[config.mk]
export PLATFORM = sky130hd
export DESIGN_NAME = alu_seq
export DESIGN_NICKNAME = d
export VERILOG_FILES = /design/src/rtl/alu_seq.sv
export SDC_FILE = /design/constraint.sdc
export NUM_CORES = 1
export LEC_CHECK = 0
export BUFFER_PORTS_ARGS = -buffer_cell sky130_fd_sc_hd__buf_2
export CORE_UTILIZATION = 48
export CTS_CLUSTER_SIZE = 12
export DETAILED_ROUTE_END_ITERATION = 10
export GPL_TIMING_DRIVEN = 1
export PLACE_DENSITY = 0.68
export SETUP_SLACK_MARGIN = 0.2
export SYNTH_ARGS = -nofsm -noshare
export SYNTH_HDL_FRONTEND = slang
export SYNTH_SLANG_ARGS = --single-unit
[constraint.sdc]
create_clock -name clk -period 6.41 [get_ports clk]
set_input_delay 0 -clock clk [delete_from_list [all_inputs] [get_ports clk]]
set_output_delay 0 -clock clk [all_outputs]
set_load 0.02 [all_outputs]
[src/rtl/alu_seq.sv]
// Registered multi-cycle ALU. Single-cycle ADD/SUB/OR/AND/SLT/NOP; MUL (shift-add) and
// DIV (restoring) iterate over WIDTH clocks behind a start/busy/done handshake.
module alu_seq #(
    parameter int WIDTH = 32,
    parameter int CW    = 6
) (
    input  logic             clk,
    input  logic             rst,
    input  logic             start,
    input  logic [WIDTH-1:0] OP1,
    input  logic [WIDTH-1:0] OP2,
    input  logic [3:0]       ALUSel,
    output logic [WIDTH-1:0] Res,
    output logic             Z,
    output logic             busy,
    output logic             done,
    output logic             err
);

    typedef enum logic [1:0] {IDLE, ITER, FIN} state_t;

    localparam logic [3:0] OP_ADD = 4'b0000;
    localparam logic [3:0] OP_SUB = 4'b0001;
    localparam logic [3:0] OP_MUL = 4'b0010;
    localparam logic [3:0] OP_DIV = 4'b0011;
    localparam logic [3:0] OP_OR  = 4'b0100;
    localparam logic [3:0] OP_AND = 4'b0101;
    localparam logic [3:0] OP_SLT = 4'b0110;
    localparam logic [3:0] OP_NOP = 4'b0111;

    localparam logic [CW-1:0] LAST = CW'(WIDTH - 1);

    state_t             state, state_next;
    logic [CW-1:0]      cnt;
    logic               is_mul;
    logic [2*WIDTH-1:0] mcand, acc, acc_next;
    logic [WIDTH-1:0]   mplier, quo, quo_next, dvsr, rem, rem_next;
    logic [WIDTH:0]     rem_sh, rem_diff;
    logic               div_ge;
    logic [WIDTH-1:0]   fast_val, iter_val;
    logic               fast_op, div_zero, launch;

    // Decode of the request presented in IDLE.
    // NOTE: every always_comb output gets a default first, so no path can infer a latch.
    always_comb begin
        fast_op  = 1'b1;
        fast_val = '0;
        case (ALUSel)
            OP_ADD:  fast_val = OP1 + OP2;
            OP_SUB:  fast_val = OP1 - OP2;
            OP_OR:   fast_val = OP1 | OP2;
            OP_AND:  fast_val = OP1 & OP2;
            OP_SLT:  fast_val = {{(WIDTH-1){1'b0}}, OP1 < OP2};
            default: fast_op  = 1'b0;
        endcase
        div_zero = (ALUSel == OP_DIV) && (OP2 == '0);
        launch   = (ALUSel == OP_MUL) || ((ALUSel == OP_DIV) && !div_zero);
    end

    // One iteration step; the remainder never exceeds the divisor, so the
    // guard bit of the shifted remainder only exists inside the subtraction.
    always_comb begin
        acc_next = acc + (mplier[0] ? mcand : '0);
        rem_sh   = {rem, quo[WIDTH-1]};
        rem_diff = rem_sh - {1'b0, dvsr};
        div_ge   = ~rem_diff[WIDTH];
        rem_next = div_ge ? rem_diff[WIDTH-1:0] : rem_sh[WIDTH-1:0];
        quo_next = {quo[WIDTH-2:0], div_ge};
        iter_val = is_mul ? acc_next[WIDTH-1:0] : quo_next;
    end

    always_comb begin
        state_next = state;
        case (state)
            IDLE:    if (start && launch) state_next = ITER;
            ITER:    if (cnt == LAST) state_next = FIN;
            FIN:     state_next = IDLE;
            default: state_next = IDLE;
        endcase
    end

    // NOTE: state registers use non-blocking assignments so every flop samples pre-edge values.
    always_ff @(posedge clk or posedge rst) begin
        if (rst) state <= IDLE;
        else     state <= state_next;
    end

    // NOTE: the iteration registers are reset too, so an aborted MUL/DIV leaves nothing behind.
    always_ff @(posedge clk or posedge rst) begin
        if (rst) begin
            Res    <= '0;
            Z      <= 1'b1;
            done   <= 1'b0;
            err    <= 1'b0;
            cnt    <= '0;
            is_mul <= 1'b0;
            mcand  <= '0;
            acc    <= '0;
            mplier <= '0;
            quo    <= '0;
            dvsr   <= '0;
            rem    <= '0;
        end else begin
            done <= 1'b0;
            case (state)
                IDLE: if (start) begin
                    if (fast_op) begin
                        Res  <= fast_val;
                        Z    <= (fast_val == '0);
                        err  <= 1'b0;
                        done <= 1'b1;
                    end else if (ALUSel == OP_NOP) begin
                        err  <= 1'b0;
                        done <= 1'b1;
                    end else if (div_zero) begin
                        Res  <= '1;
                        Z    <= 1'b0;
                        err  <= 1'b1;
                        done <= 1'b1;
                    end else if (launch) begin
                        cnt    <= '0;
                        is_mul <= (ALUSel == OP_MUL);
                        mcand  <= {{WIDTH{1'b0}}, OP1};
                        acc    <= '0;
                        mplier <= OP2;
                        quo    <= OP1;
                        dvsr   <= OP2;
                        rem    <= '0;
                    end else begin
                        err  <= 1'b1;
                        done <= 1'b1;
                    end
                end
                ITER: begin
                    cnt    <= cnt + 1'b1;
                    acc    <= acc_next;
                    mcand  <= mcand << 1;
                    mplier <= mplier >> 1;
                    quo    <= quo_next;
                    rem    <= rem_next;
                    if (cnt == LAST) begin
                        Res  <= iter_val;
                        Z    <= (iter_val == '0);
                        err  <= 1'b0;
                        done <= 1'b1;
                    end
                end
                default: ;
            endcase
        end
    end

    assign busy = (state == ITER);

endmodule

==> flow_summary.json, run 1 <==
{
  "num_io_pins": 107,
  "slew_viol_final": 0,
  "synth_top_area_share_pct": 31.5,
  "die_y_um": 199,
  "place_congestion": 0.947,
  "die_area_sq_um": 39700,
  "slew_headroom_pct": 21.9,
  "fp-row-count": 71,
  "cap_viol_max_count": 0,
  "power.share.sequential_pct": 31.9,
  "finalCritPeriodShare_pct": 70.0,
  "hold_depth": 3,
  "clkTransAtPathRegs_ns": 0.06,
  "outcome": "completed",
  "yosysTopAreaCell": "dfrtp_1",
  "avgSynthCellArea_sq_um": 8.25,
  "finalSetupViolCount": 0,
  "cts_buffers": 29,
  "hold_violations": 0,
  "path_class": "reg2reg",
  "r2r_slack_ns": 1.92,
  "crit_path_end_kind": "flip-flop",
  "finish.utilization_pct": 55.9,
  "drt_iter0_markers": 1822,
  "track_usage_pct": 32.1,
  "yosysSeqAreaShare_pct": 31.6,
  "arrival_ns": 4.99,
  "dr.pass1.iters": 7,
  "switching_power_w": 0.00322,
  "fin_worst_skew_ns": 0.0136,
  "cp.depth": 15,
  "syn_to_final_growth_pct": 13.7,
  "seq_area_sq_um": 5910,
  "n_fill_cell": 3621,
  "intPower_w": 0.00446,
  "layout-drive-gt1-share_pct": 9.80,
  "start_util_pct": 49.1,
  "reg2regPathDepth": 15,
  "slowest_stage": "dfrtp_1",
  "post_cts_resized": 0,
  "rsz0062_at_grt": "false",
  "clkLatencyLatePin_ns": 0.60,
  "grt_pass1_wl_mm": 98.2,
  "hp-class": "in2reg",
  "peakVddDrop_mv": 0.225,
  "fin_tns_setup_ns": 0,
  "worstPathBufferInverterCount": 0,
  "slowest_delay_ns": 0.91,
  "fp.dieW_um": 199,
  "critPathLaunchType": "flip-flop",
  "p_comb_share_pct": 45.0,
  "multiInputGateArea_sq_um": 11500,
  "required_ns": 6.91,
  "syn_nets": 2508,
  "postCtsSetupBuffers": 0,
  "ys.flop_type": "dfrtp_1",
  "antenna_found_initial": 2,
  "ys_async_sr_fraction_pct": 100,
  "core_sq_um": 38000,
  "power.density_nw_per_um2": 361,
  "hold_buffers": 69,
  "p_sw_share_pct": 41.9,
  "cts_tree": "yes",
  "crit_chain": "and2_1 -> ha_1 -> a211oi_1 -> nor2_1 -> o2111ai_1 -> nand3_1 -> a31oi_1 -> nor3_1 -> nor2_1 -> xnor2_1 -> mux2i_1 -> nand4_1 -> nor4_1 -> nand4_1 -> o31ai_1",
  "finalNonFillerCells": 2889,
  "syn_inst": 2265,
  "critical-path-top-delay-family": "simple AND/OR/NAND/NOR gates",
  "p_leak_nw": 10.3,
  "synth_top_cells_by_area": "dfrtp_1, ha_1, o21ai_0",
  "tightestPinTransition_ns": 1.16,
  "grt_max_degree": 140,
  "final_nets": 2597,
  "clockBufferDepth": 3,
  "yosys-top-cells-count": "dfrtp_1, nand2_1, o21ai_0, inv_1, nor2_1",
  "max_freq_mhz": 223,
  "dp_hpwl_mm": 46.5,
  "critPathMaxFanout": 33,
  "overflow": 0,
  "syn_area_sq_um": 18700,
  "dp_cells": 2765,
  "post_drt_via_cell_ratio": 6.18,
  "routed_wl_mm": 63.3,
  "post-route-drc-count": 0,
  "drtAntennaViolNets": 0,
  "yosys_warnings": 0,
  "clockPowerShare_pct": 23.2,
  "grt_pass1_vias": 17000,
  "synth-edff-count": 0,
  "root_buffer": "clkbuf_16",
  "yosysUniqueCellTypes": 83,
  "h-tree-depth": 1,
  "ys_ff_latch": 236,
  "vias": 17900,
  "io_buffers": 106,
  "final.min_clock_period_ns": 4.49,
  "wl_per_cell_um": 21.9,
  "cts_num_sinks": 236,
  "yosysMostFrequentCell": "dfrtp_1"
}
==> per-layer routing <==
metal | up-vias | routed length, um | global-route usage, % | part of all wire, %
li1 | 8345 | - | - | -
met1 | 8718 | 28500 | 45.6 | 45
met2 | 683 | 27900 | 49.2 | 44
met3 | 106 | 4520 | 4.52 | 7.1
met4 | 0 | 2330 | 12.2 | 3.7
met5 | - | 0 | 0 | 0
==> worst reg2reg max path: cells and delay by family, from the launching register on <==
kind | cells | cell delay [ns]
simple gates | 8 | 1.57
compound gates | 4 | 1.09
flops | 1 | 0.91
fa+ha+maj | 1 | 0.26
mux | 1 | 0.39
xor+xnor | 1 | 0.17
==> cells by family after synthesis <==
| family | Yosys count | synth area share, % |
|---|---|---|
| AO/OA/AOI/OAI | 791 | 28.9 |
| AND/OR/NAND/NOR | 619 | 15.3 |
| multiplexers | 36 | 2.00 |
| flip-flops | 236 | 31.6 |
| buffers and inverters | 331 | 6.76 |
| adder cells (fa/ha/maj) | 172 | 11.7 |
| XOR/XNOR | 80 | 3.75 |
==> state kept, by name, indices dropped and copies added, names as in the netlist, 2 cells and up <==
signal	count
rem	32
state	2
acc	32
mcand	32
Res	32
mplier	32
dvsr	32
quo	32
cnt	6
==> metrics by stage <==
stage,area (sq um),power [W],hold WS [ns],setup WS [ns]
2_1_floorplan,18700,0.00488,0.117,2.84
3_3_place_gp,19500,0.00573,0.229,2.05
3_5_place_dp,19500,0.00581,0.237,1.99
4_1_cts,21200,0.00765,0.00619,1.95
5_1_grt,21200,0.00818,0.0494,1.65
6_report,21200,0.00767,0.0264,1.92
==> placed cells by master (no fill, tap or decap), types with 8 or more instances in the layout <==
cell	netlist	final
nand2b_1	17	17
nand4_1	19	19
mux2_2	10	10
or2_2	11	10
inv_1	193	191
mux2i_1	26	26
o22ai_1	21	21
a22o_1	60	60
a31oi_1	12	12
a22oi_1	14	14
nand2_1	220	220
o21ai_0	203	203
o21bai_1	22	22
o211ai_1	11	11
or3_1	8	8
buf_4	0	21
a21oi_1	169	168
a21o_1	59	59
nand3_1	35	35
clkbuf_16	0	29
nor3_1	30	29
dfrtp_1	235	234
a221oi_1	13	13
o31ai_1	21	21
nor2_1	170	169
xor2_1	28	28
ha_1	168	168
nor2b_1	24	24
dlygate4sd3_1	0	69
nor4_1	19	19
xnor2_1	52	51
o21a_1	16	16
a211oi_1	29	29
buf_2	16	105
o2111ai_1	8	8
a222oi_1	58	58
and2_1	38	38
==> power by group through the flow <==
stage	registers [W]	clock network, W	logic, W
finish	0.00245	0.00178	0.00345
global route	0.00251	0.00186	0.00381
CTS	0.00244	0.00180	0.00341
detailed placement	0.00246	0	0.00336
global placement	0.00245	0	0.00329
floorplan	0.00240	0	0.00248
==> final cells by class <==
type                       count  area share (%)
antenna                        1          0.0118
inverter                     193            3.45
multi-input combinational   1698            54.4
tap                          511            3.01
sequential                   236            27.8
clock buffer                  37            3.79
timing repair buffer         196            6.56
clock inverter                17            1.01
==> final timing paths <==
path                           start  endpoint
min reg2reg                  Res[29]   Res[29]
max reg2reg                mplier[0]         Z
min in group asynchronous        rst    acc[1]
min                            start       err
max in group asynchronous        rst   dvsr[7]
max                        mplier[0]         Z
No activity file was read; power rests on OpenSTA's default activity.
==> inputs of run 2 (changes only) <==
ABC_AREA = 1   (was default)
PLACE_DENSITY = default   (was 0.68)
clock period = 4.25 ns   (was 6.41 ns; I/O delays follow)
==> run 2 against run 1 <==
  * Maximum frequency up 26%
  * Cell count up 44%
  * Clock power up 49%
  * Clock-buffer cell count up 3
  * Sequential share of layout area down 3.6 points
  * Critical path type unchanged
  * Critical endpoint unchanged
==> flow_summary.json, run 2 <==
{
  "synth-edff-count": 0,
  "ys.flop_type": "dfrtp_1",
  "p_leak_nw": 13.2,
  "clkLatencyLatePin_ns": 0.60,
  "cts_num_sinks": 236,
  "hold_depth": 5,
  "path_class": "reg2reg",
  "grt_pass1_vias": 22200,
  "grt_max_degree": 223,
  "post_cts_resized": 0,
  "ys_async_sr_fraction_pct": 100,
  "fin_tns_setup_ns": 0,
  "start_util_pct": 49.1,
  "yosysUniqueCellTypes": 56,
  "critPathMaxFanout": 22,
  "place_ws_ns": 0.750,
  "fp.dieW_um": 215,
  "min_to": "is_mul",
  "fin_ws_ns": 0.679,
  "track_usage_pct": 36.1,
  "finalSetupViolCount": 0,
  "cap_viol_max_count": 0,
  "final_nets": 3797,
  "power.density_nw_per_um2": 747,
  "peakVddDrop_mv": 0.620,
  "cts_buffers": 29,
  "drt_iter0_markers": 2399,
  "r2r_end": "Z",
  "grt_pass1_wl_mm": 129,
  "reg2regPathDepth": 20,
  "yosys-top-cells-count": "nand2_1, inv_1, dfrtp_1, o21ai_0, nand3_1",
  "num_io_pins": 107,
  "die_area_sq_um": 46400,
  "clockBufferDepth": 3,
  "syn_inst": 3455,
  "r2r_slack_ns": 0.68,
  "fp-row-count": 77,
  "overflow": 0,
  "antenna_found_initial": 1,
  "synth_top_cells_by_area": "dfrtp_1, nand2_1, ha_1",
  "antenna_cells": 0,
  "dr.pass1.iters": 5,
  "syn_to_final_growth_pct": 11.5,
  "yosys_warnings": 0,
  "wl_per_cell_um": 20.2,
  "finalCritPeriodShare_pct": 84.0,
  "io_buffers": 106,
  "yosysSeqAreaShare_pct": 27.0,
  "required_ns": 4.75,
  "outcome": "completed",
  "rsz0062_at_grt": "false",
  "dp_hpwl_mm": 65.9,
  "vias": 23300,
  "synth_top_area_share_pct": 26.9,
  "hold_violations": 0,
  "core_sq_um": 44500,
  "hp-class": "in2reg",
  "arrival_ns": 4.07,
  "tightestPinTransition_ns": 1.12,
  "yosysTopAreaCell": "dfrtp_1",
  "r2r_start": "mplier[0]",
  "max_freq_mhz": 280,
  "slew_headroom_pct": 25.1,
  "most-common-layout-cells": "nand2_1, inv_1, dfrtp_1, o21ai_0, nand3_1",
  "root_buffer": "clkbuf_16",
  "cts_tree": "yes",
  "syn_area_sq_um": 21800,
  "hp-start": "ALUSel[3]",
  "final.min_clock_period_ns": 3.57,
  "yosysMostFrequentCell": "nand2_1",
  "post_drt_via_cell_ratio": 5.60,
  "critPathLaunchType": "flip-flop",
  "n_fill_cell": 4560,
  "drtAntennaViolNets": 0,
  "fin_worst_skew_ns": 0.0485,
  "clkTransAtPathRegs_ns": 0.06,
  "ys_ff_latch": 236,
  "post-route-drc-count": 0,
  "syn_nets": 3698,
  "slew_viol_final": 0,
  "crit_path_end_kind": "flip-flop",
  "place_congestion": 0.996,
  "avgSynthCellArea_sq_um": 6.32,
  "final_common_cell": "nand2_1",
  "layout-drive-gt1-share_pct": 7.97,
  "die_y_um": 215,
  "h-tree-depth": 1,
  "routed_wl_mm": 84.2
}
==> run 2: changes by cell type in the layout (fill, tap and decap cells not counted), sizes merged, moves of 24 or more <==
cell and change:
mux2i -24, a22o -51, a21oi -26, xnor2 -38, a21o -42, o21ai +58, nor2b -24, a211oi -29
nand3 +201, a222oi -58, nor2 +74, inv +344, nand2 +950, o211ai +34
==> run 2: stage by stage <==
stage | std cells | util, % | hold WS, ns | total power (W) | cell area, sq um
detailed placement | 4047 | 51.0 | 0.306 | 0.0153 | 22700
global placement | 4047 | 51.0 | 0.298 | 0.0151 | 22700
CTS | 4166 | 54.7 | 0.00365 | 0.0180 | 24400
floorplan | 3455 | - | 0.164 | 0.0122 | 21900
finish | 4167 | 54.8 | 0.0312 | 0.0182 | 24400
global route | 4167 | 54.8 | 0.0699 | 0.0198 | 24400
==> run 2: layout make-up <==
cell class	instances	area (sq um)	area share, %
Multi-Input combinational cell	2552	13300	54.6
Sequential cell	236	5910	24.2
Inverter	541	2040	8.35
Timing Repair Buffer	194	1400	5.74
Clock buffer	40	807	3.31
Tap cell	592	741	3.04
Clock inverter	12	180	0.739
==> run 2: critical path, cell delays in order (launching register included) <==
cell and delay [ns]:
dfrtp_1 0.85, buf_4 0.31, nand2_1 0.07, inv_1 0.06
ha_1 0.23, nand2_1 0.12, nor2_1 0.23, and2_1 0.22
and3_1 0.18, nand2_1 0.15, nand3_1 0.17, nand3_1 0.12
nand2_1 0.10, nand2_1 0.08, nor2_1 0.10, nand2_1 0.08
nor2_1 0.09, nand3_1 0.09, nand2_1 0.12, nand2_1 0.05
nand2_1 0.09
==> run 2: power breakdown <==
| part | internal (W) | switching [W] | leakage [nW] |
|---|---|---|---|
| combinational | 0.00365 | 0.00756 | 9.91 |
| clock | 0.00157 | 0.00108 | 0.476 |
| sequential | 0.00344 | 0.000913 | 2.87 |
| total | 0.00866 | 0.00955 | 13.2 |
==> run 2: timing repair <==
item                      in CTS  in global routing
hold buffers                  67                  1
setup buffers                  0                  0
hold endpoints to repair     337                  1
==> run 2: how the worst max path moves through the flow <==
| stage | slack (ns) | to | startpoint |
|---|---|---|---|
| floorplan | 1.16 | Res[0] | rst |
| global placement | 0.75 | Z | mplier[0] |
| detailed placement | 0.75 | Z | mplier[0] |
| CTS | 0.73 | Z | mplier[0] |
| global route | 0.38 | Z | mplier[0] |
| finish | 0.68 | Z | mplier[0] |
==> run 2: per-layer routing <==
layer | vias to the layer above | track usage (%) | part of all wire [%] | routed length [um]
met2 | 977 | 56.4 | 44 | 36800
met4 | 2 | 17.6 | 5.1 | 4280
li1 | 11200 | - | - | -
met3 | 182 | 4.70 | 7.8 | 6560
met1 | 10900 | 49.1 | 43 | 36500
met5 | - | 0 | 0.015 | 13
==> run 2: kinds of logic after synthesis <==
group	count (synthesis)	synth area share (%)
AND/OR/NAND/NOR	1767	34.0
buffers and inverters	667	12.2
AO/OA/AOI/OAI	576	15.3
flip-flops	236	27.0
adder cells (fa/ha/maj)	172	9.99
XOR/XNOR	35	1.40
multiplexers	2	0.0916
